### src/rtl/multicycle_ctrl.sv
// Control FSM for a multicycle MIPS datapath with memory-ready stalls, timeout and illegal-opcode trapping.
// Optional JUMP_EN macro: when defined, opcode 0x02 decodes to the JUMP state.
module multicycle_ctrl #(
    parameter int unsigned MAX_WAIT = 15
) (
    input  logic       clk,
    input  logic       reset,
    input  logic [5:0] opcode,
    input  logic       mem_ready,
    output logic       pc_write,
    output logic       pc_write_cond,
    output logic       i_or_d,
    output logic       mem_read,
    output logic       mem_write,
    output logic       ir_write,
    output logic       mem_to_reg,
    output logic       reg_dst,
    output logic       reg_write,
    output logic       alu_src_a,
    output logic [1:0] alu_src_b,
    output logic [2:0] alu_op,
    output logic [1:0] pc_source,
    output logic [3:0] state,
    output logic       instr_done,
    output logic [1:0] err_code
);

    localparam int unsigned CW = $clog2(MAX_WAIT + 1);

    localparam logic [5:0] OP_R    = 6'h00;
    localparam logic [5:0] OP_LW   = 6'h23;
    localparam logic [5:0] OP_SW   = 6'h2B;
    localparam logic [5:0] OP_BEQ  = 6'h04;
    localparam logic [5:0] OP_ADDI = 6'h08;
`ifdef JUMP_EN
    localparam logic [5:0] OP_J    = 6'h02;
`endif

    localparam logic [1:0] ERR_NONE    = 2'b00;
    localparam logic [1:0] ERR_ILLEGAL = 2'b01;
    localparam logic [1:0] ERR_TIMEOUT = 2'b10;

    typedef enum logic [3:0] {
        S_FETCH  = 4'd0,
        S_DECODE = 4'd1,
        S_MEMADR = 4'd2,
        S_MEMRD  = 4'd3,
        S_MEMWB  = 4'd4,
        S_MEMWR  = 4'd5,
        S_EXEC   = 4'd6,
        S_ALUWB  = 4'd7,
        S_BRANCH = 4'd8,
        S_ADDIEX = 4'd9,
        S_ADDIWB = 4'd10,
`ifdef JUMP_EN
        S_JUMP   = 4'd11,
`endif
        S_ERROR  = 4'd15
    } state_t;

    state_t          r_state;
    state_t          w_next_state;
    logic [1:0]      r_err;
    logic [1:0]      w_next_err;
    logic [CW-1:0]   r_wait_cnt;
    logic            w_timeout;
    logic            w_mem_state;

    assign state    = r_state;
    assign err_code = r_err;

    assign w_mem_state = (r_state == S_FETCH) || (r_state == S_MEMRD) || (r_state == S_MEMWR);
    assign w_timeout   = (r_wait_cnt == CW'(MAX_WAIT)) && !mem_ready;

    always_ff @(posedge clk) begin
        if (!reset) begin
            r_state    <= S_FETCH;
            r_err      <= ERR_NONE;
            r_wait_cnt <= '0;
        end else begin
            r_state <= w_next_state;
            r_err   <= w_next_err;
            if (w_next_state != r_state)
                r_wait_cnt <= '0;
            else if (w_mem_state && !mem_ready)
                r_wait_cnt <= r_wait_cnt + CW'(1);
        end
    end

    always_comb begin
        w_next_state = r_state;
        w_next_err   = r_err;
        case (r_state)
            S_FETCH: begin
                if (mem_ready) begin
                    w_next_state = S_DECODE;
                end else if (w_timeout) begin
                    w_next_state = S_ERROR;
                    w_next_err   = ERR_TIMEOUT;
                end
            end
            S_DECODE: begin
                case (opcode)
                    OP_LW, OP_SW: w_next_state = S_MEMADR;
                    OP_R:         w_next_state = S_EXEC;
                    OP_BEQ:       w_next_state = S_BRANCH;
                    OP_ADDI:      w_next_state = S_ADDIEX;
`ifdef JUMP_EN
                    OP_J:         w_next_state = S_JUMP;
`endif
                    default: begin
                        w_next_state = S_ERROR;
                        w_next_err   = ERR_ILLEGAL;
                    end
                endcase
            end
            S_MEMADR: w_next_state = (opcode == OP_SW) ? S_MEMWR : S_MEMRD;
            S_MEMRD, S_MEMWR: begin
                if (mem_ready) begin
                    w_next_state = (r_state == S_MEMRD) ? S_MEMWB : S_FETCH;
                end else if (w_timeout) begin
                    w_next_state = S_ERROR;
                    w_next_err   = ERR_TIMEOUT;
                end
            end
            S_EXEC:   w_next_state = S_ALUWB;
            S_ADDIEX: w_next_state = S_ADDIWB;
            S_MEMWB, S_ALUWB, S_ADDIWB, S_BRANCH: w_next_state = S_FETCH;
`ifdef JUMP_EN
            S_JUMP:   w_next_state = S_FETCH;
`endif
            S_ERROR:  w_next_state = S_ERROR;
            default: begin
                w_next_state = S_ERROR;
                w_next_err   = ERR_ILLEGAL;
            end
        endcase
    end

    // Moore decode; FETCH's IR/PC load waits on mem_ready, and reset low masks everything
    always_comb begin
        pc_write      = 1'b0;
        pc_write_cond = 1'b0;
        i_or_d        = 1'b0;
        mem_read      = 1'b0;
        mem_write     = 1'b0;
        ir_write      = 1'b0;
        mem_to_reg    = 1'b0;
        reg_dst       = 1'b0;
        reg_write     = 1'b0;
        alu_src_a     = 1'b0;
        alu_src_b     = 2'b00;
        alu_op        = 3'b000;
        pc_source     = 2'b00;
        instr_done    = 1'b0;
        if (reset) begin
            case (r_state)
                S_FETCH: begin
                    mem_read  = 1'b1;
                    alu_src_b = 2'b01;
                    ir_write  = mem_ready;
                    pc_write  = mem_ready;
                end
                S_DECODE: alu_src_b = 2'b11;
                S_MEMADR: begin
                    alu_src_a = 1'b1;
                    alu_src_b = 2'b10;
                end
                S_MEMRD: begin
                    mem_read = 1'b1;
                    i_or_d   = 1'b1;
                end
                S_MEMWB: begin
                    reg_write  = 1'b1;
                    mem_to_reg = 1'b1;
                    instr_done = 1'b1;
                end
                S_MEMWR: begin
                    mem_write  = 1'b1;
                    i_or_d     = 1'b1;
                    instr_done = mem_ready;
                end
                S_EXEC: begin
                    alu_src_a = 1'b1;
                    alu_op    = 3'b010;
                end
                S_ALUWB: begin
                    reg_write  = 1'b1;
                    reg_dst    = 1'b1;
                    instr_done = 1'b1;
                end
                S_BRANCH: begin
                    alu_src_a     = 1'b1;
                    alu_op        = 3'b001;
                    pc_write_cond = 1'b1;
                    pc_source     = 2'b01;
                    instr_done    = 1'b1;
                end
                S_ADDIEX: begin
                    alu_src_a = 1'b1;
                    alu_src_b = 2'b10;
                end
                S_ADDIWB: begin
                    reg_write  = 1'b1;
                    instr_done = 1'b1;
                end
`ifdef JUMP_EN
                S_JUMP: begin
                    pc_write   = 1'b1;
                    pc_source  = 2'b10;
                    instr_done = 1'b1;
                end
`endif
                default: ;
            endcase
        end
    end

endmodule

### config.mk
export PLATFORM = sky130hd
export DESIGN_NAME = multicycle_ctrl
export DESIGN_NICKNAME = d
export VERILOG_FILES = /design/src/rtl/multicycle_ctrl.sv
export SDC_FILE = /design/constraint.sdc
export NUM_CORES = 1
export LEC_CHECK = 0
export BUFFER_PORTS_ARGS = -buffer_cell sky130_fd_sc_hd__buf_2
export CORE_MARGIN = 5
export CORE_UTILIZATION = 51
export DETAILED_ROUTE_END_ITERATION = 7
export HOLD_SLACK_MARGIN = 0.1
export PLACE_DENSITY = 0.8
export SYNTH_ARGS = -nofsm -noshare
export SYNTH_HDL_FRONTEND = slang
export SYNTH_SLANG_ARGS = --single-unit
### constraint.sdc
create_clock -name clk -period 3 [get_ports clk]
set_input_delay 0.45 -clock clk [delete_from_list [all_inputs] [get_ports clk]]
set_output_delay 0.45 -clock clk [all_outputs]
set_load 0.03 [all_outputs]
==> results of run 1 <==
## worst min-delay path, delay by kind of cell, from the launching register on
kind	cells	cell delay, ps
and+or+nand+nor	1	70
DFF	1	320
muxes	1	70
## cell families after synthesis
group	share of synthesized area [%]
and+or+nand+nor	35.3
muxes	1.83
buffers and inverters	8.90
DFF	18.3
AOI/OAI and AO/OA	29.5
other	0.342
xor gates and xnor gates	4.80
adders and majority gates	1.14
## worst paths after layout
path          startpoint            end  depth (start not counted)
max             state[1]   alu_src_b[1]                          4
min          err_code[1]    err_code[1]                          2
max reg2reg     state[1]  r_wait_cnt[0]                          6
min reg2reg  err_code[1]    err_code[1]                          2
## flip-flops by register name, summed over array words and instances, names as in the netlist
name        cells
r_wait_cnt      4
state           4
err_code        2
## cell type report
cell class / count / area (um^2)
multi-input cells: 127 / 802
fillers: 200 / 752
flip-flops and latches: 10 / 200
repair buffers: 34 / 180
well taps: 27 / 33.8
clock buffers: 3 / 22.5
inverters: 3 / 11.3
## cell usage in the layout (no fill, tap or decap), types with 2 or more instances in the layout
cell | Yosys | final
buf_2 | 0 | 30
nor2_1 | 24 | 24
nor3_1 | 12 | 12
dfxtp_1 | 10 | 10
nand2_1 | 9 | 9
a21oi_1 | 7 | 7
o21ai_0 | 6 | 6
nand2b_1 | 5 | 5
nor2b_1 | 5 | 5
nor4_1 | 4 | 4
o22ai_1 | 4 | 4
buf_4 | 6 | 4
nor3b_1 | 3 | 3
xor2_1 | 3 | 3
xnor2_1 | 3 | 3
a211oi_1 | 3 | 3
clkbuf_4 | 0 | 3
inv_1 | 2 | 2
o2bb2ai_1 | 2 | 2
and2_1 | 2 | 2
and3_1 | 2 | 2
a311oi_1 | 2 | 2
o21a_1 | 2 | 2
nand4_1 | 2 | 2
o221ai_1 | 2 | 2
mux2i_1 | 2 | 2
conb_1 | 1 | 2
## metal layers
metal / global-route usage [%] / vias to the layer above / wire length, um
met4: 3.05 / 0 / 31
met1: 24.7 / 587 / 1330
met5: 0 / - / 0
li1: - / 606 / -
met2: 33.9 / 71 / 1540
met3: 5.28 / 6 / 297
## power by group
part	leakage (nW)	switching, mW	internal (mW)
sequential	0.0818	0.146	0.170
combinational	0.437	0.685	0.435
clock	0.0138	0.0444	0.0462
total	0.533	0.875	0.651
## stage by stage
stage / hold WS (ps) / power, mW / setup WS, ps
after detailed placement: 484 / 1.42 / 493
after floorplan: 514 / 1.16 / 4.22
after CTS: 489 / 1.51 / 430
after global routing: 490 / 1.64 / 277
final: 490 / 1.53 / 393
after global placement: 474 / 1.39 / 568
==> metrics.md, run 1 <==
| Metric | Value |
|---|---|
| Worst path max stage delay | 870 ps |
| Total GRT Usage | 19.6% |
| Area Growth Syn to Fin | 14.0% |
| IO buf count | 30 |
| Tmin final | 2610 ps |
| DR pass1 iterations | 4 |
| Crit path capture type | primary output |
| Count leader, synth | nor2_1 |
| Sink Count | 10 |
| Pwr Density | 1220 nW/um^2 |
| Count of cell types in the netlist | 48 |
| Largest cells by area after synthesis | dfxtp_1 18%, nor2_1 8.2%, nor3_1 5.5% |
| Crit-path slowest cell | dfxtp_1 |
| TritonCTS clock tree | done |
| Maximum VDD drop | 0.666 mV |
| Cell Chain, Critical Path | nor3b_1 -> nor2_1 -> nor3_1 -> buf_2 |
| Max-cap viol count | 0 |
| Slew of the pin with the lowest slew margin | 838 ps |
| Vias in the first global route | approximately 1.1k |
| Final Cycle Share | 86.9% |
| Cell Area, Synth | 1100 um^2 |
| CP Launch Type | flop |
| Clk buf depth | 2 |
| Initial cell density of the core | 54.7% |
| Main synth FF type | dfxtp_1 |
| Setup TNS | 0 ps |
| Synth warn | 0 |
| Overflow after GRT | 0 |
| Share of layout cells above drive strength 1 | approximately 25% |
| Fin nets | about 190 |
| WL per Instance | 15.7 um |
| Mapped Avg Cell Area | 7.03 um^2 |
| Vias per cell | 6.23 |
| Post-synth ARST share | 0% |
| Post-route cell area | 1250 um^2 |
| Crit path max fanout | 25 |
| Via count | 1270 |
| R2R setup slack | around 550 ps |
| Number of core rows | 16 |
| Fin cells | slightly above 200 |
| Dpl hpwl | 2420 um |
| Worst Path Buf+Inv | 1 |
| Max_slew headroom | about 44% |
| Post-synth EDFFs | 0 |
| First-pass GRT wire length | slightly above 5000 um |
| Post-CTS Hold Fix Bufs | 0 |
| Final core utilization | between 60% and 70% |
| Crit path DAT | 2160 ps |
| Clock Tree Root | clkbuf_4 |
| Most frequent cells after synthesis | 24 x nor2_1, 12 x nor3_1, 11 x clkbuf_1 |
| Syn Inst Count | 156 |
| Clock skew | 9.33 ps |
| I/O Pins | 33 |
| H-tree Lvls | 1 |
| Crit Path Class | reg -> out |
| Pins over their slew limit | 0 |
| Largest net degree at the start of global routing | 26 |
| Core Area | 2000 um^2 |
| Crit path required time | 2550 ps |
| Initial DRC count | 51 |
| DP Area | 1230 um^2 |
| Largest area contributor in the netlist | dfxtp_1 |
| Initial antenna violation count | 0 |
| Clock buffer count from CTS | 3 |
| Fmax | approximately 380 MHz |
| Count of state elements after synthesis | 10 |
| Die footprint | 3180 um^2 |
| Largest delay share family, worst path | flip-flops |
| Final Hold Viols | 0 |
| Status | complete, no violations |
| Type of the tightest min-delay check | reg -> reg |
| RD Place Congestion | 0.888 |
| Leak | 0.533 nW |
| Final setup violation count | 0 |
| RSZ-0062 raised after global routing | false |
| Die W | 56.4 um |
| WL final | 3200 um |
| Post-CTS Resized | 0 |
| ANT cells | 0 |
| Post-route ant nets | 0 |
| Clock-pin slew on the worst setup and hold paths | 70 ps |
| DRC | 0 |
| Post-Place Cells | roughly 200 |
| Die height | about 56 um |
| Clk_lat worst skew | around 260 ps |
| Top cell type's share of synthesized area | 18.3% |
| Setup bufs post-CTS | 0 |
| Post-synthesis sequential area ratio | 18.3% |
(Power assumes the default switching activity.)
==> run 2, diff against run 1 <==
--- a/config.mk
+++ b/config.mk
@@ -7,5 +7,4 @@
 export LEC_CHECK = 0
 export BUFFER_PORTS_ARGS = -buffer_cell sky130_fd_sc_hd__buf_2
-export CORE_MARGIN = 5
 export CORE_UTILIZATION = 51
 export DETAILED_ROUTE_END_ITERATION = 7
==> constraint.sdc (replaced) <==
create_clock -name clk -period 3 [get_ports clk]
set_input_delay 0 -clock clk [delete_from_list [all_inputs] [get_ports clk]]
set_output_delay 0 -clock clk [all_outputs]
set_load 0.03 [all_outputs]
==> run 2 against run 1 <==
Clock skew shrank 1.6 ps. Highest routed layer unchanged. Final cell count grew 0.49%. Worst hold slack lost 260 ps. Clock power grew 37%. Core utilization grew 1.5 points. Non-clock buffer count is the same. Critical endpoint is now r_wait_cnt[1]. Maximum frequency grew 6.2%.
==> metrics.md, run 2 (synthesis results as in run 1) <==
| Metric | Value |
|---|---|
| Maximum VDD drop | 0.602 mV (-9.5%) |
| I/O Pins | 33 (unchanged) |
| Total GRT Usage | 26.2% (+6.6 points) |
| Number of core rows | 16 (unchanged) |
| H-tree Lvls | 1 (unchanged) |
| Most common cell after layout, fill and taps aside | buf_2 |
| Clk_lat worst skew | 270 ps (about the same) |
| IO buf count | 30 (unchanged) |
| Sink Count | 10 (unchanged) |
| Via count | 1256 (-1.1%) |
| Clock buffer count from CTS | 3 (unchanged) |
| Crit path DAT | 2600 ps (+440 ps) |
| Type of the tightest min-delay check | in -> reg |
| Initial antenna violation count | 0 (unchanged) |
| Vias in the first global route | 1069 (-4.0%) |
| Filler instances | 187 (-6.5%) |
| Leak | 0.541 nW (+1.4%) |
| Crit Path Class | reg -> reg |
| WL final | 2930 um (-8.4%) |
| Clk buf depth | 2 (unchanged) |
| Multi-input gate area | 802 um^2 (unchanged) |
| Cell Chain, Critical Path | nand2b_1 -> and3_1 -> a211oi_1 -> nand2_1 -> o22ai_1 -> nor3_1 |
| Clock skew | 7.70 ps (-1.63 ps) |
| Area Growth Syn to Fin | 15.5% |
| Worst path max stage delay | 660 ps (-210 ps) |
| Crit path required time | 3140 ps (+590 ps) |
| Slew of the pin with the lowest slew margin | 612 ps (-226 ps) |
| Final setup violation count | 0 (unchanged) |
| Crit path max fanout | 17 (-32%) |
| Dpl hpwl | 2190 um (-9.5%) |
| Initial DRC count | 63 (+24%) |
| Largest net degree at the start of global routing | 21 (-19%) |
| Core Area | 1980 um^2 (-1.0%) |
| CP Launch Type | flop |
| Setup bufs post-CTS | 0 (unchanged) |
| ANT cells | 0 (unchanged) |
| Vias per cell | 6.13 (-1.6%) |
| Setup TNS | 0 ps (unchanged) |
| Overflow after GRT | 0 (unchanged) |
| Initial cell density of the core | 55.3% (+0.55 points) |
| RD Place Congestion | 0.899 (+1.3%) |
| Die W | 48.4 um (-14%) |
| DR pass1 iterations | 4 (unchanged) |
| Max-cap viol count | 0 (unchanged) |
| Max_slew headroom | 59.1% (+15 points) |
| Most frequent cells in the layout | 30 x buf_2, 24 x nor2_1, 12 x nor3_1, 10 x dfxtp_1, 9 x nand2_1 |
| Tmin final | 2450 ps (-153 ps) |
| Crit path capture type | flop |
| FF/Latch Area | 200 um^2 (unchanged) |
| Crit-path slowest cell | dfxtp_1 |
| Final Cycle Share | 81.8% (-5.1 points) |
| Share of layout cells above drive strength 1 | 24.7% (-0.14 points) |
| Final core utilization | 63.9% (+1.5 points) |
| Die footprint | 2340 um^2 (-26%) |
| Clock Tree Root | clkbuf_4 |
| Clock-pin slew on the worst setup and hold paths | 60 ps (about the same) |
| DRC | 0 (unchanged) |
| WL per Instance | 14.3 um (-8.9%) |
| Pins over their slew limit | 0 (unchanged) |
| Fmax | 407 MHz (+6.2%) |
| First-pass GRT wire length | 4840 um (-5.9%) |
| Pwr Density | 1200 nW/um^2 (-1.7%) |
| Fin nets | 189 (unchanged) |
| Die height | 48.4 um (-14%) |
| Status | complete, no violations |
| Final Hold Viols | 0 (unchanged) |
| TritonCTS clock tree | done |
| Post-route ant nets | 0 (unchanged) |
| RSZ-0062 raised after global routing | false |
## run 2: cell types whose count changed in the layout (fill, tap and decap cells not counted), sizes merged
cell,previous run,this run
buf,34,33
clkbuf,3,4
dlygate4sd3,0,1
## run 2: final cells by class
cell class	instances	share of cell area [%]
multi-input combinational	127	63.3
tap	27	2.67
inverter	3	0.889
sequential	10	15.8
clock buffer	4	2.87
timing repair buffer	34	14.4
## run 2: per-layer routing
metal / wire length, um / part of all wire, % / up-vias / GRT usage (%)
met5: 0 / 0 / - / 0
met3: 303 / 10 / 4 / 6.60
met4: 30 / 1.0 / 0 / 6.86
met1: 1210 / 41 / 565 / 34.9
met2: 1390 / 47 / 73 / 42.3
li1: - / - / 614 / -
## run 2: worst paths after layout
| path | slack [ps] | from | end | depth (start not counted) |
|---|---|---|---|---|
| worst max register to register | 550 | state[0] | r_wait_cnt[1] | 6 |
| worst min-delay path | 230 | mem_ready | state[0] | 4 |
| worst min register to register | 510 | err_code[1] | err_code[1] | 2 |
| worst max-delay path | 550 | state[0] | r_wait_cnt[1] | 6 |
## run 2: power by group
part,switching (mW),internal [mW],total (mW),leakage [nW]
registers,0.115,0.170,0.285,0.0818
clock network,0.0507,0.0738,0.124,0.0210
logic,0.693,0.418,1.11,0.438
total,0.859,0.662,1.52,0.541
## run 2: timing repair
| item | 4_1_cts | 5_1_grt |
|---|---|---|
| resized for setup | 0 | 0 |
| hold buffers | 1 | 0 |
| endpoints found under the hold margin | 1 | 0 |
## run 2: critical path: cells and delay by family (launching register included)
kind               cells  cell delay, ps
AOI/OAI and AO/OA      2             810
DFF                    1             660
and+or+nand+nor        4             870
## run 2: through the flow
stage | cells | hold WS, ps | total power, mW | area, um^2 | worst slack, ps
finish | 205 | 231 | 1.52 | 1270 | 546
global route | 205 | 220 | 1.64 | 1270 | 314
CTS | 205 | 207 | 1.51 | 1270 | 587
detailed placement | 200 | 311 | 1.38 | 1220 | 605
global placement | 200 | 308 | 1.36 | 1220 | 764
floorplan | 157 | 133 | 1.16 | 1100 | 454
